## src/rtl/hack_mem_pkg.sv

```systemverilog
// rtl/hack_mem_pkg.sv - shared widths and loader state encoding for the data RAM path
package hack_mem_pkg;

   localparam int BYTE_WIDTH     = 8;
   localparam int RAM_ADDR_WIDTH = 4;
   localparam int RAM_DATA_WIDTH = 16;

   typedef enum logic [2:0] {
      LD_IDLE,
      LD_HIGH,
      LD_LOW,
      LD_WRITE,
      LD_DONE
   } loader_state_t;

endpackage

```

## src/rtl/ram_loader_if.sv

```systemverilog
// rtl/ram_loader_if.sv - byte stream handshake feeding the RAM loader
interface ram_loader_if;
   import hack_mem_pkg::*;

   logic [BYTE_WIDTH-1:0] byte_in;
   logic                  byte_valid;
   logic                  byte_ready;

   modport master (output byte_in, output byte_valid, input byte_ready);
   modport slave  (input byte_in, input byte_valid, output byte_ready);

endinterface

```

## src/rtl/ram_loader_word_assembler.sv

```systemverilog
// rtl/ram_loader_word_assembler.sv - holds the high/low bytes of the word being loaded
module word_assembler
   import hack_mem_pkg::*;
(
   input  logic                    clk,
   input  logic                    rst,
   input  logic                    load_hi,
   input  logic                    load_lo,
   input  logic [BYTE_WIDTH-1:0]   byte_in,
   output logic [2*BYTE_WIDTH-1:0] word
);

   logic [BYTE_WIDTH-1:0] hi;
   logic [BYTE_WIDTH-1:0] lo;

   always_ff @(posedge clk or posedge rst) begin
      if (rst) begin
         hi <= '0;
         lo <= '0;
      end else begin
         if (load_hi) hi <= byte_in;
         if (load_lo) lo <= byte_in;
      end
   end

   // Big-endian: the first byte of each pair is the upper half of the word.
   assign word = {hi, lo};

endmodule

```

## src/rtl/ram_loader.sv

```systemverilog
// rtl/ram_loader.sv - preloads the data RAM from a byte stream, else passes the CPU port through
module ram_loader
   import hack_mem_pkg::*;
#(
   parameter int ADDR_WIDTH = RAM_ADDR_WIDTH,
   parameter int DATA_WIDTH = RAM_DATA_WIDTH
)(
   input  logic                  clk,
   input  logic                  rst,
   input  logic                  start,
   ram_loader_if.slave           stream,
   input  logic [ADDR_WIDTH-1:0] cpu_address,
   input  logic [DATA_WIDTH-1:0] cpu_in,
   input  logic                  cpu_load,
   output logic [ADDR_WIDTH-1:0] ram_address,
   output logic [DATA_WIDTH-1:0] ram_in,
   output logic                  ram_load,
   output logic                  busy,
   output logic                  done,
   output logic [ADDR_WIDTH:0]   count
);

   localparam logic [ADDR_WIDTH-1:0] LAST_ADDR = '1;

   loader_state_t         state, state_next;
   logic [ADDR_WIDTH-1:0] ptr;
   logic                  load_hi, load_lo;
   logic [DATA_WIDTH-1:0] word;

   word_assembler u_word_assembler (
      .clk     (clk),
      .rst     (rst),
      .load_hi (load_hi),
      .load_lo (load_lo),
      .byte_in (stream.byte_in),
      .word    (word)
   );

   always_ff @(posedge clk or posedge rst) begin
      if (rst) begin
         state <= LD_IDLE;
         ptr   <= '0;
         count <= '0;
      end else begin
         state <= state_next;
         if (state == LD_IDLE && start) begin
            ptr   <= '0;
            count <= '0;
         end else if (state == LD_WRITE) begin
            count <= count + 1'b1;
            if (ptr != LAST_ADDR) ptr <= ptr + 1'b1;
         end
      end
   end

   // The CPU port owns the RAM in IDLE and DONE; cpu_load is simply dropped otherwise.
   always_comb begin
      state_next        = state;
      load_hi           = 1'b0;
      load_lo           = 1'b0;
      stream.byte_ready = 1'b0;
      busy              = 1'b0;
      done              = 1'b0;
      ram_address       = cpu_address;
      ram_in            = cpu_in;
      ram_load          = cpu_load;
      case (state)
         LD_IDLE: begin
            if (start) state_next = LD_HIGH;
         end
         LD_HIGH: begin
            stream.byte_ready = 1'b1;
            busy              = 1'b1;
            ram_address       = ptr;
            ram_in            = word;
            ram_load          = 1'b0;
            if (stream.byte_valid) begin
               load_hi    = 1'b1;
               state_next = LD_LOW;
            end
         end
         LD_LOW: begin
            stream.byte_ready = 1'b1;
            busy              = 1'b1;
            ram_address       = ptr;
            ram_in            = word;
            ram_load          = 1'b0;
            if (stream.byte_valid) begin
               load_lo    = 1'b1;
               state_next = LD_WRITE;
            end
         end
         LD_WRITE: begin
            busy        = 1'b1;
            ram_address = ptr;
            ram_in      = word;
            ram_load    = 1'b1;
            state_next  = (ptr == LAST_ADDR) ? LD_DONE : LD_HIGH;
         end
         LD_DONE: begin
            done       = 1'b1;
            state_next = LD_IDLE;
         end
         default: state_next = LD_IDLE;
      endcase
   end

endmodule

```

## src/flat_wrapper.sv

```systemverilog
// flat-port wrapper written by rule: the top's interface ports become plain ports
module ram_loader_flat import hack_mem_pkg::*;
#(
   parameter int ADDR_WIDTH = RAM_ADDR_WIDTH,
   parameter int DATA_WIDTH = RAM_DATA_WIDTH
)
  (clk, rst, start, cpu_address, cpu_in, cpu_load, ram_address, ram_in, ram_load, busy, done, count, stream_byte_in, stream_byte_valid, stream_byte_ready);
  ram_loader_if stream_i ();
  input  logic clk;
  input  logic rst;
  input  logic start;
  input  logic [ADDR_WIDTH-1:0] cpu_address;
  input  logic [DATA_WIDTH-1:0] cpu_in;
  input  logic cpu_load;
  output logic [ADDR_WIDTH-1:0] ram_address;
  output logic [DATA_WIDTH-1:0] ram_in;
  output logic ram_load;
  output logic busy;
  output logic done;
  output logic [ADDR_WIDTH:0] count;
  input wire logic [$bits(stream_i.byte_in)-1:0] stream_byte_in;
  input wire logic [$bits(stream_i.byte_valid)-1:0] stream_byte_valid;
  output wire logic [$bits(stream_i.byte_ready)-1:0] stream_byte_ready;
  assign stream_i.byte_in = stream_byte_in;
  assign stream_i.byte_valid = stream_byte_valid;
  assign stream_byte_ready = stream_i.byte_ready;
  ram_loader #(.ADDR_WIDTH(ADDR_WIDTH), .DATA_WIDTH(DATA_WIDTH)) u_core (.clk(clk), .rst(rst), .start(start), .stream(stream_i), .cpu_address(cpu_address), .cpu_in(cpu_in), .cpu_load(cpu_load), .ram_address(ram_address), .ram_in(ram_in), .ram_load(ram_load), .busy(busy), .done(done), .count(count));
endmodule
```

## config.mk

```make
export PLATFORM = sky130hd
export DESIGN_NAME = ram_loader_flat
export DESIGN_NICKNAME = d
export VERILOG_FILES = /design/src/rtl/hack_mem_pkg.sv /design/src/rtl/ram_loader_if.sv /design/src/rtl/ram_loader_word_assembler.sv /design/src/rtl/ram_loader.sv /design/src/flat_wrapper.sv
export SDC_FILE = /design/constraint.sdc
export NUM_CORES = 1
export LEC_CHECK = 0
export CAP_MARGIN = 20
export CORE_MARGIN = 5
export CORE_UTILIZATION = 43
export CTS_CLUSTER_SIZE = 25
export DETAILED_ROUTE_END_ITERATION = 10
export GPL_TIMING_DRIVEN = 0
export PLACE_DENSITY = 0.8
export SKIP_LAST_GASP = 1
export SLEW_MARGIN = 40
export SYNTH_ARGS = -nofsm -noshare
export SYNTH_HDL_FRONTEND = slang
export SYNTH_SLANG_ARGS = --single-unit
export TNS_END_PERCENT = 1
```

## constraint.sdc

```tcl
create_clock -name clk -period 1.6 [get_ports clk]
set_input_delay 0.16 -clock clk [delete_from_list [all_inputs] [get_ports clk]]
set_output_delay 0.16 -clock clk [all_outputs]
set_load 0.02 [all_outputs]
```

==> flow_metrics.py <==
metrics = {
    "global_route": {
        "grt_pass1_wl_mm": 7.18,
        "antenna_found_initial": 0,
        "grtUsageTotal": 0.184,
        "grt_pass1_vias": 1410,
        "gr-total-overflow": 0,
        "grt_max_degree": 29,
    },
    "logic_synthesis": {
        "yosysSeqAreaShare": 0.455,
        "synth_area_leaders": "dfrtp_1, mux2_2, nand2_1",
        "syn_area_per_cell_um2": 12.4,
        "synth_seq_cells": 28,
        "synth_simple_gate_area_frac": 0.147,
        "synthAdderAreaFrac": 0.0162,
        "synth_top_area_frac": 0.455,
        "muxShareOfSynthArea": 0.282,
        "synth_top_family_by_area": "multiplexers",
        "syn_inst": 124,
        "synth_compound_area_frac": 0.0463,
        "syn-cell-area_mm2": 0.00154,
        "synth_warnings": 0,
        "synth_top_cell_by_area": "dfrtp_1",
        "synth.distinct_cells": 36,
        "synth_xor_area_frac": 0.0114,
        "synth_nets": 159,
    },
    "critical_path": {
        "cp.required_ns": 1.44,
        "critPathMaxStageDelay_ns": 0.42,
        "criticalPathCategory": "reg2out",
        "path_max_fanout": 5,
        "critPathSlowestCell": "dfrtp_1",
        "reg2regPathDepth": 6,
        "worstPathCellList": "buf_6 -> o21bai_4 -> buf_6 -> buf_8 -> mux2_4 -> buf_6",
        "end_kind": "output port",
        "start_kind": "flip-flop",
        "path_common_cell": "buf_6",
        "cp.arrival_ns": 1.82,
    },
    "clocking": {
        "clkLatencyLatePin_ns": 0.34,
        "ctsHoldBuffers": 0,
        "numClockSinks": 28,
        "cts_tree": "yes",
        "clockRootBuffer": "clkbuf_4",
        "htree_levels": 1,
        "clkSlewWorstSetupHoldPaths_ns": 0.16,
        "cts_buffers": 3,
        "clock_path_buffers": 2,
    },
    "floorplanning": {
        "die_height_um": 69.9,
        "fp.dieArea_mm2": 0.00488,
        "initial_core_util": 0.451,
        "rows": 21,
        "core_mm2": 0.00342,
        "die_w_um": 69.9,
        "ios": 62,
    },
    "finish": {
        "drive_gt1_frac": 0.440,
        "diodes": 0,
        "nets": 243,
        "areaGrowthSynthToFinish_pct": 62.8,
    },
    "sta": {
        "setup_viol": 45,
        "max_freq_mhz": 505,
        "rsz0062_at_grt": "true",
        "max-slew-margin-rel": 0.605,
        "period_minus_slack_ns": 1.98,
        "holdWs_ns": 0.179,
        "tns_ns": -9.50,
        "final-hold-violation-count": 0,
        "drv_slew": 0,
        "fin_crit_sh": 1.24,
        "worst-slew-pin-transition_ns": 0.591,
        "setup_ws_ns": -0.380,
        "finalClockSkew_ns": 0.00611,
    },
    "status": {
        "status": "complete, but fails checks",
        "violations": "setup timing",
    },
    "routing": {
        "drc": 0,
        "drt-total-wl_mm": 4.27,
        "drt_first_pass_iters": 4,
        "drtAntennaViolNets": 0,
        "route.vias.total": 1297,
        "viasPerCell": 5.13,
        "drt_iter0_drc": 26,
        "post_drt_wl_per_cell_um": 16.9,
    },
    "place": {
        "portBuffers": 61,
        "dpl.hpwl_mm": 2.78,
        "place.gp.congestion": 0.823,
    },
    "min_path": {
        "hp-class": "in2async",
    },
    "pwr": {
        "p_leak_uw": 0.00117,
        "powerDensity_mw_per_mm2": 2060,
        "peakVddDrop_v": 0.00121,
    },
    "flow_run": {
        "cap_violations": 0,
    },
}
## stage by stage
stage,worst slack [ns],util,cell area (um^2),cells,power [uW]
2_1_floorplan,0.128,-,1540,124,2880
3_3_place_gp,-0.488,0.647,2210,231,3900
3_5_place_dp,-0.510,0.647,2210,231,3970
4_1_cts,-0.371,0.730,2490,252,5120
5_1_grt,-0.450,0.735,2510,253,5470
6_report,-0.380,0.735,2510,253,5170
## timing repair
| action | 4_1_cts | 5_1_grt |
|---|---|---|
| endpoints found under the setup margin | 24 | 46 |
| pin swaps | 1 | 1 |
| resized for setup | 140 | 3 |
| gates cloned | 2 | 0 |
| buffers inserted | 15 | 1 |
## final cells by class
cell class / instances / area [um^2]
Clock inverter: 1 / 30.0
Tap cell: 46 / 57.6
Multi-Input combinational cell: 87 / 843
Sequential cell: 28 / 701
Timing Repair Buffer: 79 / 776
Clock buffer: 3 / 22.5
Buffer: 6 / 68.8
Inverter: 3 / 11.3
Fill cell: 239 / 906
## flip-flops by register name (all words and copies together) (netlist names)
register / flops
u_core.ptr: 4
u_core.state: 3
u_core.count: 5
u_core.u_word_assembler.lo: 8
u_core.u_word_assembler.hi: 8
## layer usage
layer / track usage / vias up / wire [um]
met4: 0.0617 / 0 / 55
met3: 0.0545 / 4 / 313
met1: 0.212 / 626 / 1750
met2: 0.325 / 50 / 2160
li1: - / 617 / -
met5: 0 / - / 0
## cells in the mapped netlist, drive strengths merged
library cell / n
mux2: 36
nor4b: 1
a31o: 1
and3: 1
or4: 1
or4b: 1
dfrtp: 28
o21bai: 1
o21ai: 1
nor2: 6
buf: 6
a21oi: 3
o21a: 1
nor2b: 1
nand4: 2
or2b: 1
ha: 2
and4b: 1
o311ai: 1
xor2: 1
xnor2: 1
mux2i: 3
nand2: 10
nand4b: 1
nand3b: 1
a211oi: 2
nor3: 1
and3b: 1
nor3b: 1
nand2b: 2
nand3: 2
inv: 3
## logic make-up after synthesis
logic type,count (synthesis)
AO/OA/AOI/OAI,10
flip-flops,28
buffers and inverters,9
AND/OR/NAND/NOR,34
multiplexers,39
XOR/XNOR,2
adder cells (fa/ha/maj),2
## critical path: cells and delay by family (launching register included)
family | cells | cell delay (ns)
multiplexers | 1 | 0.31
AO/OA/AOI/OAI | 1 | 0.22
flip-flops | 1 | 0.42
buffers and inverters | 4 | 0.52
## report_power, final
| part | total (uW) | internal [uW] | switching [uW] |
|---|---|---|---|
| clock network | 477 | 254 | 223 |
| registers | 1220 | 1010 | 213 |
| logic | 3470 | 1950 | 1530 |
## final timing paths
kind                                                       to              start  slack (ns)
worst max-delay path                                ram_in[1]    u_core.state[1]       -0.38
worst min register to register                u_core.count[4]    u_core.count[4]        0.48
worst max register to register                  u_core.ptr[3]    u_core.state[1]       -0.12
max in group asynchronous                     u_core.state[2]                rst        1.03
min in group clk                u_core.u_word_assembler.hi[6]  stream_byte_in[6]        0.45
worst min-delay path            u_core.u_word_assembler.lo[3]                rst        0.18
## layout by cell type, fill, tap and decap left out, drive strengths merged, types with 2 or more instances in the layout
cell            n
buf            44
clkdlybuf4s50  37
mux2           36
dfrtp          28
nand2          10
nor2            6
dlygate4sd2     4
a21oi           3
mux2i           3
clkbuf          3
inv             3
nand2b          2
nand4           2
nand3           2
a211oi          2
ha              2
No activity file was read; power rests on OpenSTA's default activity.
